## src/rtl/regfile_if.sv

```systemverilog
// regfile_if -- write-back and register-read bundle between the pipeline
// and the architectural register file.
//
// Signal summary:
//   we, waddr[4:0], wdata[31:0]   write-back triple from MEM/WB
//   re1, raddr1[4:0], rdata1[31:0] read port 1 (ID stage)
//   re2, raddr2[4:0], rdata2[31:0] read port 2 (ID stage)
//   debug_wb_we/_waddr/_wdata     registered commit trace for difftest
//
// Handshake semantics: there is no valid/ready pair here. The write-back
// triple is a per-cycle qualifier: when we = 1 at a rising edge, the write
// is accepted unconditionally (the file never back-pressures). Each read
// enable (re1/re2) qualifies its own port combinationally in the same
// cycle; a deasserted enable forces that port's data to zero.
//
// Modports:
//   master - pipeline side, drives write/read requests, observes data/trace
//   slave  - the register file itself
interface regfile_if;
  logic        we;
  logic [4:0]  waddr;
  logic [31:0] wdata;

  logic        re1;
  logic [4:0]  raddr1;
  logic [31:0] rdata1;

  logic        re2;
  logic [4:0]  raddr2;
  logic [31:0] rdata2;

  logic        debug_wb_we;
  logic [4:0]  debug_wb_waddr;
  logic [31:0] debug_wb_wdata;

  modport master (
    output we, waddr, wdata,
    output re1, raddr1, re2, raddr2,
    input  rdata1, rdata2,
    input  debug_wb_we, debug_wb_waddr, debug_wb_wdata
  );

  modport slave (
    input  we, waddr, wdata,
    input  re1, raddr1, re2, raddr2,
    output rdata1, rdata2,
    output debug_wb_we, debug_wb_waddr, debug_wb_wdata
  );
endinterface

```

## src/rtl/regfile.sv

```systemverilog
// regfile -- 32 x 32-bit architectural register file, write-back consumer.
//
// Ports:
//   clk  system clock, all state updates on posedge
//   rst  synchronous active-high reset
//   rf   regfile_if.slave: write-back triple, two combinational read
//        ports, and a registered commit trace
//
// Behaviour:
//   - r0 reads as zero and is never written; a write to r0 is a NOP and
//     produces no trace event.
//   - Writes commit on posedge; reads are combinational.
//   - rdata is zero while rst is high, when its enable is low, or when it
//     addresses r0.
//
// Optional feature, macro REGFILE_BYPASS_EN:
//   defined   - a read of the index being written in the same cycle
//               returns the incoming wdata (write-through bypass).
//   undefined - such a read returns the stored, pre-write value; the
//               pipeline is expected to forward or stall.
module regfile (
  input  logic      clk,
  input  logic      rst,
  regfile_if.slave  rf
);

  logic [31:0] regs [0:31];
  logic        commit;

  // A real architectural commit: enabled and not targeting r0.
  assign commit = rf.we && (rf.waddr != 5'd0);

  // Storage. regs[0] is cleared on reset and never written afterwards,
  // and the read path never returns it anyway.
  always_ff @(posedge clk) begin
    if (rst) begin
      for (int i = 0; i < 32; i++) begin
        regs[i] <= 32'h0;
      end
    end else if (commit) begin
      regs[rf.waddr] <= rf.wdata;
    end
  end

  // Commit trace: the strobe follows every cycle, the index/data only
  // update on a real commit so the harness can see the last one.
  always_ff @(posedge clk) begin
    if (rst) begin
      rf.debug_wb_we    <= 1'b0;
      rf.debug_wb_waddr <= 5'd0;
      rf.debug_wb_wdata <= 32'h0;
    end else begin
      rf.debug_wb_we <= commit;
      if (commit) begin
        rf.debug_wb_waddr <= rf.waddr;
        rf.debug_wb_wdata <= rf.wdata;
      end
    end
  end

  // Read port 1.
  always_comb begin
    rf.rdata1 = 32'h0;
    if (!rst && rf.re1 && (rf.raddr1 != 5'd0)) begin
      rf.rdata1 = regs[rf.raddr1];
`ifdef REGFILE_BYPASS_EN
      if (commit && (rf.raddr1 == rf.waddr)) begin
        rf.rdata1 = rf.wdata;
      end
`endif
    end
  end

  // Read port 2, identical to port 1 and fully independent of it.
  always_comb begin
    rf.rdata2 = 32'h0;
    if (!rst && rf.re2 && (rf.raddr2 != 5'd0)) begin
      rf.rdata2 = regs[rf.raddr2];
`ifdef REGFILE_BYPASS_EN
      if (commit && (rf.raddr2 == rf.waddr)) begin
        rf.rdata2 = rf.wdata;
      end
`endif
    end
  end

endmodule

```

## src/flat_wrapper.sv

```systemverilog
// flat-port wrapper written by rule: the top's interface ports become plain ports
module regfile_flat 
  (clk, rst, rf_we, rf_waddr, rf_wdata, rf_re1, rf_raddr1, rf_re2, rf_raddr2, rf_rdata1, rf_rdata2, rf_debug_wb_we, rf_debug_wb_waddr, rf_debug_wb_wdata);
  regfile_if rf_i ();
  input  logic clk;
  input  logic rst;
  input wire logic [$bits(rf_i.we)-1:0] rf_we;
  input wire logic [$bits(rf_i.waddr)-1:0] rf_waddr;
  input wire logic [$bits(rf_i.wdata)-1:0] rf_wdata;
  input wire logic [$bits(rf_i.re1)-1:0] rf_re1;
  input wire logic [$bits(rf_i.raddr1)-1:0] rf_raddr1;
  input wire logic [$bits(rf_i.re2)-1:0] rf_re2;
  input wire logic [$bits(rf_i.raddr2)-1:0] rf_raddr2;
  output wire logic [$bits(rf_i.rdata1)-1:0] rf_rdata1;
  output wire logic [$bits(rf_i.rdata2)-1:0] rf_rdata2;
  output wire logic [$bits(rf_i.debug_wb_we)-1:0] rf_debug_wb_we;
  output wire logic [$bits(rf_i.debug_wb_waddr)-1:0] rf_debug_wb_waddr;
  output wire logic [$bits(rf_i.debug_wb_wdata)-1:0] rf_debug_wb_wdata;
  assign rf_i.we = rf_we;
  assign rf_i.waddr = rf_waddr;
  assign rf_i.wdata = rf_wdata;
  assign rf_i.re1 = rf_re1;
  assign rf_i.raddr1 = rf_raddr1;
  assign rf_i.re2 = rf_re2;
  assign rf_i.raddr2 = rf_raddr2;
  assign rf_rdata1 = rf_i.rdata1;
  assign rf_rdata2 = rf_i.rdata2;
  assign rf_debug_wb_we = rf_i.debug_wb_we;
  assign rf_debug_wb_waddr = rf_i.debug_wb_waddr;
  assign rf_debug_wb_wdata = rf_i.debug_wb_wdata;
  regfile u_core (.clk(clk), .rst(rst), .rf(rf_i));
endmodule
```

## config.mk

```make
export PLATFORM = sky130hd
export DESIGN_NAME = regfile_flat
export DESIGN_NICKNAME = d
export VERILOG_FILES = /design/src/rtl/regfile_if.sv /design/src/rtl/regfile.sv /design/src/flat_wrapper.sv
export SDC_FILE = /design/constraint.sdc
export NUM_CORES = 2
export LEC_CHECK = 0
export ABC_CLOCK_PERIOD_IN_PS = 3300
export BUFFER_PORTS_ARGS = -buffer_cell sky130_fd_sc_hd__clkbuf_2
export CAP_MARGIN = 20
export CORE_ASPECT_RATIO = 1.25
export CORE_MARGIN = 2
export CORE_UTILIZATION = 28
export CTS_BUF_LIST = sky130_fd_sc_hd__clkbuf_16
export DETAILED_ROUTE_END_ITERATION = 16
export GPL_TIMING_DRIVEN = 1
export RECOVER_POWER = 50
export SLEW_MARGIN = 20
export SYNTH_ARGS = -nofsm -noshare
export SYNTH_HDL_FRONTEND = slang
export SYNTH_SLANG_ARGS = --single-unit
```

## constraint.sdc

```tcl
create_clock -name clk -period 3.3 [get_ports clk]
set_clock_uncertainty 0.1 [all_clocks]
set_input_delay 0 -clock clk [delete_from_list [all_inputs] [get_ports clk]]
set_output_delay 0 -clock clk [all_outputs]
set_load 0.005 [all_outputs]
```

==> results.md <==
- Run status: finished with violations
- Failing checks: max-capacitance violations, max-slew violations
- Global-route wire length before repair: 309000 µm
- Startpoint Class: primary input
- Synth Register Bits: 1062
- Largest net degree at the start of global routing: 77
- Fmax: 303 MHz
- Pre-CTS WS: 508 ps
- Share of cells above drive strength 1: 0.206
- RSZ-0062 raised after global routing: false
- Postcts setup bufs: 0
- Hold slack: 73.5 ps
- DIE AREA: 206000 µm²
- Asr flop ratio synth: 0
- CTS Root Cell: clkbuf_16
- Placed cell count: 6767
- Routability cong.: 0.899
- Tcrit/Tclk final: 0.999
- CTS sink count: 1062
- Max_cap viols: 29
- Number of global-route vias before repair: 39500
- Overflow after GRT: 0
- DRC Markers: 0
- CP Capture Type: flop
- H-tree depth: 3
- Kind of critical path: in -> reg
- WP data arrival: 3560 ps
- Number of flops mapped to enable cells by yosys: 1024
- CP Data Required Time: 3560 ps
- CTS max path bufs: 3
- Dpl cell area: 61400 µm²
- Clk_lat worst skew: 760 ps
- Power Density: 500 nW/µm²
- TritonCTS buffer count: 113
- Slew Limit Headroom: -0.496
- Row count: 184
- Synthesized area: 56600 µm²
- Syn Area/Cell: 13.8 µm²
- Via-per-instance ratio: 5.57
- Die width: 406 µm
- Die H: 507 µm
- # nets final: 4324
- Design Area, Final: 65700 µm²
- Fin crit period: 3300 ps
- WL/cell: 31.9 µm
- Setup violations, final: 0
- Starting Density: 0.282
- IO Port Bufs: 153
- GRT Overall Usage: 0.214
- Initial antenna violation count: 30
- TritonCTS clock tree: yes
- Post-DP HPWL: 138000 µm
- 1st-iter DRT viols: 4966
- Via Count: 39400
- Layout Area Growth over Synthesis: 16.1%
- Mapped Cells: 4100
- CORE AREA: 201000 µm²
- Yosys Warn Count: 0
- Min setup slack post-route: 1.86 ps
- Final Hold Fails: 0
- P_leak: 23.1 nW
- Peak supply drop: 0.498 mV
- Worst-path clk slew: 60 ps
- Final wirelength: 226000 µm
- Final slew viol count: 479
- Setup tns final: 0 ps
- Boundary Pins: 154
- Actual slew at the worst max-slew pin: 2240 ps
- Finished Layout Cells: 7080
- CP Max Fanout: 21
- Antenna-violating nets left: 0
- Hold Crit Class: in -> reg
- DRT Pass-1 Iters: 6
- Seq/Total Area, Yosys: 0.557
- Unique masters post-synth: 48
- Top_reg_cell synth: edfxtp_1
-- cells by family (layout without fill, tap and decap cells) --
logic type	count (synthesis)	after routing	synth area share
mux	830	830	0.211
flops	1062	1062	0.557
compound gates	447	447	0.0573
other cells	1	50	0.0000663
buf+inv	437	671	0.0383
simple gates	1323	1323	0.136
-- worst max-delay path: stages --
cell	delay, ps
dlygate4sd3_1	540
buf_4	220
nor2_1	250
nand2_1	260
nor2_4	140
or2_0	1180
clkbuf_2	940
-- layer usage --
metal,global-route usage,routed length [µm]
met1,0.264,81900
met2,0.347,105000
met3,0.0437,23700
met4,0.127,15100
met5,0,106
-- stage by stage --
stage	utilization	total power, mW
after global placement	0.305	20.1
final	0.327	32.8
after floorplan	-	18.3
after CTS	0.328	32.8
after global routing	0.327	33.6
after detailed placement	0.305	20.1
-- final timing paths --
kind | from | endpoint | slack, ps | cells after the start
max reg2reg | u_core.rf.debug_wb_waddr[0] | u_core.rf.debug_wb_waddr[0] | 1410 | 4
min reg2reg | u_core.rf.debug_wb_wdata[4] | u_core.rf.debug_wb_wdata[4] | 350 | 2
min | rf_we | u_core.rf.debug_wb_wdata[28] | 70 | 5
max | rst | u_core.regs[24][30] | 2 | 7
-- power breakdown --
| group | internal, mW | switching, mW | leakage, nW |
|---|---|---|---|
| Sequential | 15.5 | 0.422 | 10.1 |
| Combinational | 1.56 | 2.51 | 11.2 |
| Clock | 7.12 | 5.67 | 1.86 |
-- synthesized netlist by cell type (2+ instances only) --
| library cell | count | area share |
|---|---|---|
| and2_1 | 995 | 0.11 |
| a31oi_1 | 8 | 0.00088 |
| buf_12 | 4 | 0.0014 |
| mux2i_1 | 471 | 0.083 |
| buf_6 | 31 | 0.0062 |
| mux2_2 | 81 | 0.016 |
| a32oi_1 | 31 | 0.0048 |
| nor2_1 | 43 | 0.0029 |
| nand4_1 | 32 | 0.0035 |
| nand2b_1 | 2 | 0.00022 |
| nand2_1 | 171 | 0.011 |
| mux4_2 | 262 | 0.10 |
| o211ai_1 | 13 | 0.0017 |
| a221oi_1 | 63 | 0.0098 |
| buf_2 | 61 | 0.0054 |
| a22oi_1 | 111 | 0.015 |
| clkbuf_4 | 2 | 0.00027 |
| o21ai_1 | 5 | 0.00044 |
| o21ai_0 | 27 | 0.0024 |
| a21oi_1 | 62 | 0.0055 |
| o22ai_1 | 32 | 0.0035 |
| buf_8 | 3 | 0.00080 |
| mux4_1 | 16 | 0.0074 |
| or2_2 | 31 | 0.0034 |
| a211oi_1 | 58 | 0.0077 |
| buf_1 | 10 | 0.00066 |
| nand3b_1 | 3 | 0.00040 |
| inv_1 | 3 | 0.00020 |
| edfxtp_1 | 1024 | 0.54 |
| dfxtp_1 | 38 | 0.013 |
| or3_1 | 2 | 0.00022 |
| nor2b_1 | 11 | 0.0012 |
| o221ai_1 | 32 | 0.0050 |
| buf_4 | 29 | 0.0038 |
| clkbuf_1 | 293 | 0.019 |
| nand3_1 | 28 | 0.0025 |
-- registers in the layout, summed over array words and instances (netlist names) --
name and cells:
u_core.regs 1024, u_core.rf.debug_wb_wdata 32, u_core.rf.debug_wb_waddr 5, u_core.rf.debug_wb_we 1
-- timing repair --
item	CTS	global route
hold buffers	86	0
resized for setup	0	1
setup endpoints to repair	0	1
hold endpoints to repair	874	0
-- layout by cell type, fill, tap and decap left out, drive strengths merged, types with 28 or more instances in the layout --
master | synthesis | routed
a21oi | 62 | 62
o22ai | 32 | 32
inv | 4 | 31
dfxtp | 38 | 38
and2 | 995 | 995
o21ai | 32 | 32
o221ai | 32 | 32
mux4 | 278 | 278
clkinv | 0 | 54
nor2 | 44 | 44
mux2 | 81 | 81
nand4 | 32 | 32
conb | 1 | 32
edfxtp | 1024 | 1024
clkbuf | 295 | 302
a211oi | 58 | 58
or2 | 31 | 31
nand3 | 28 | 28
mux2i | 471 | 471
a32oi | 31 | 31
buf | 138 | 185
a221oi | 63 | 63
dlygate4sd3 | 0 | 86
a22oi | 111 | 111
nand2 | 171 | 171
-- cell type report --
type / instances / area, µm²
Fill cell: 19500 / 135000
Clock inverter: 94 / 772
Timing Repair Buffer: 459 / 3750
Tap cell: 2697 / 3370
Antenna cell: 18 / 45.0
Inverter: 4 / 17.5
Sequential cell: 1062 / 31500
Multi-Input combinational cell: 2632 / 23300
Clock buffer: 114 / 2850
(Power assumes the default switching activity.)
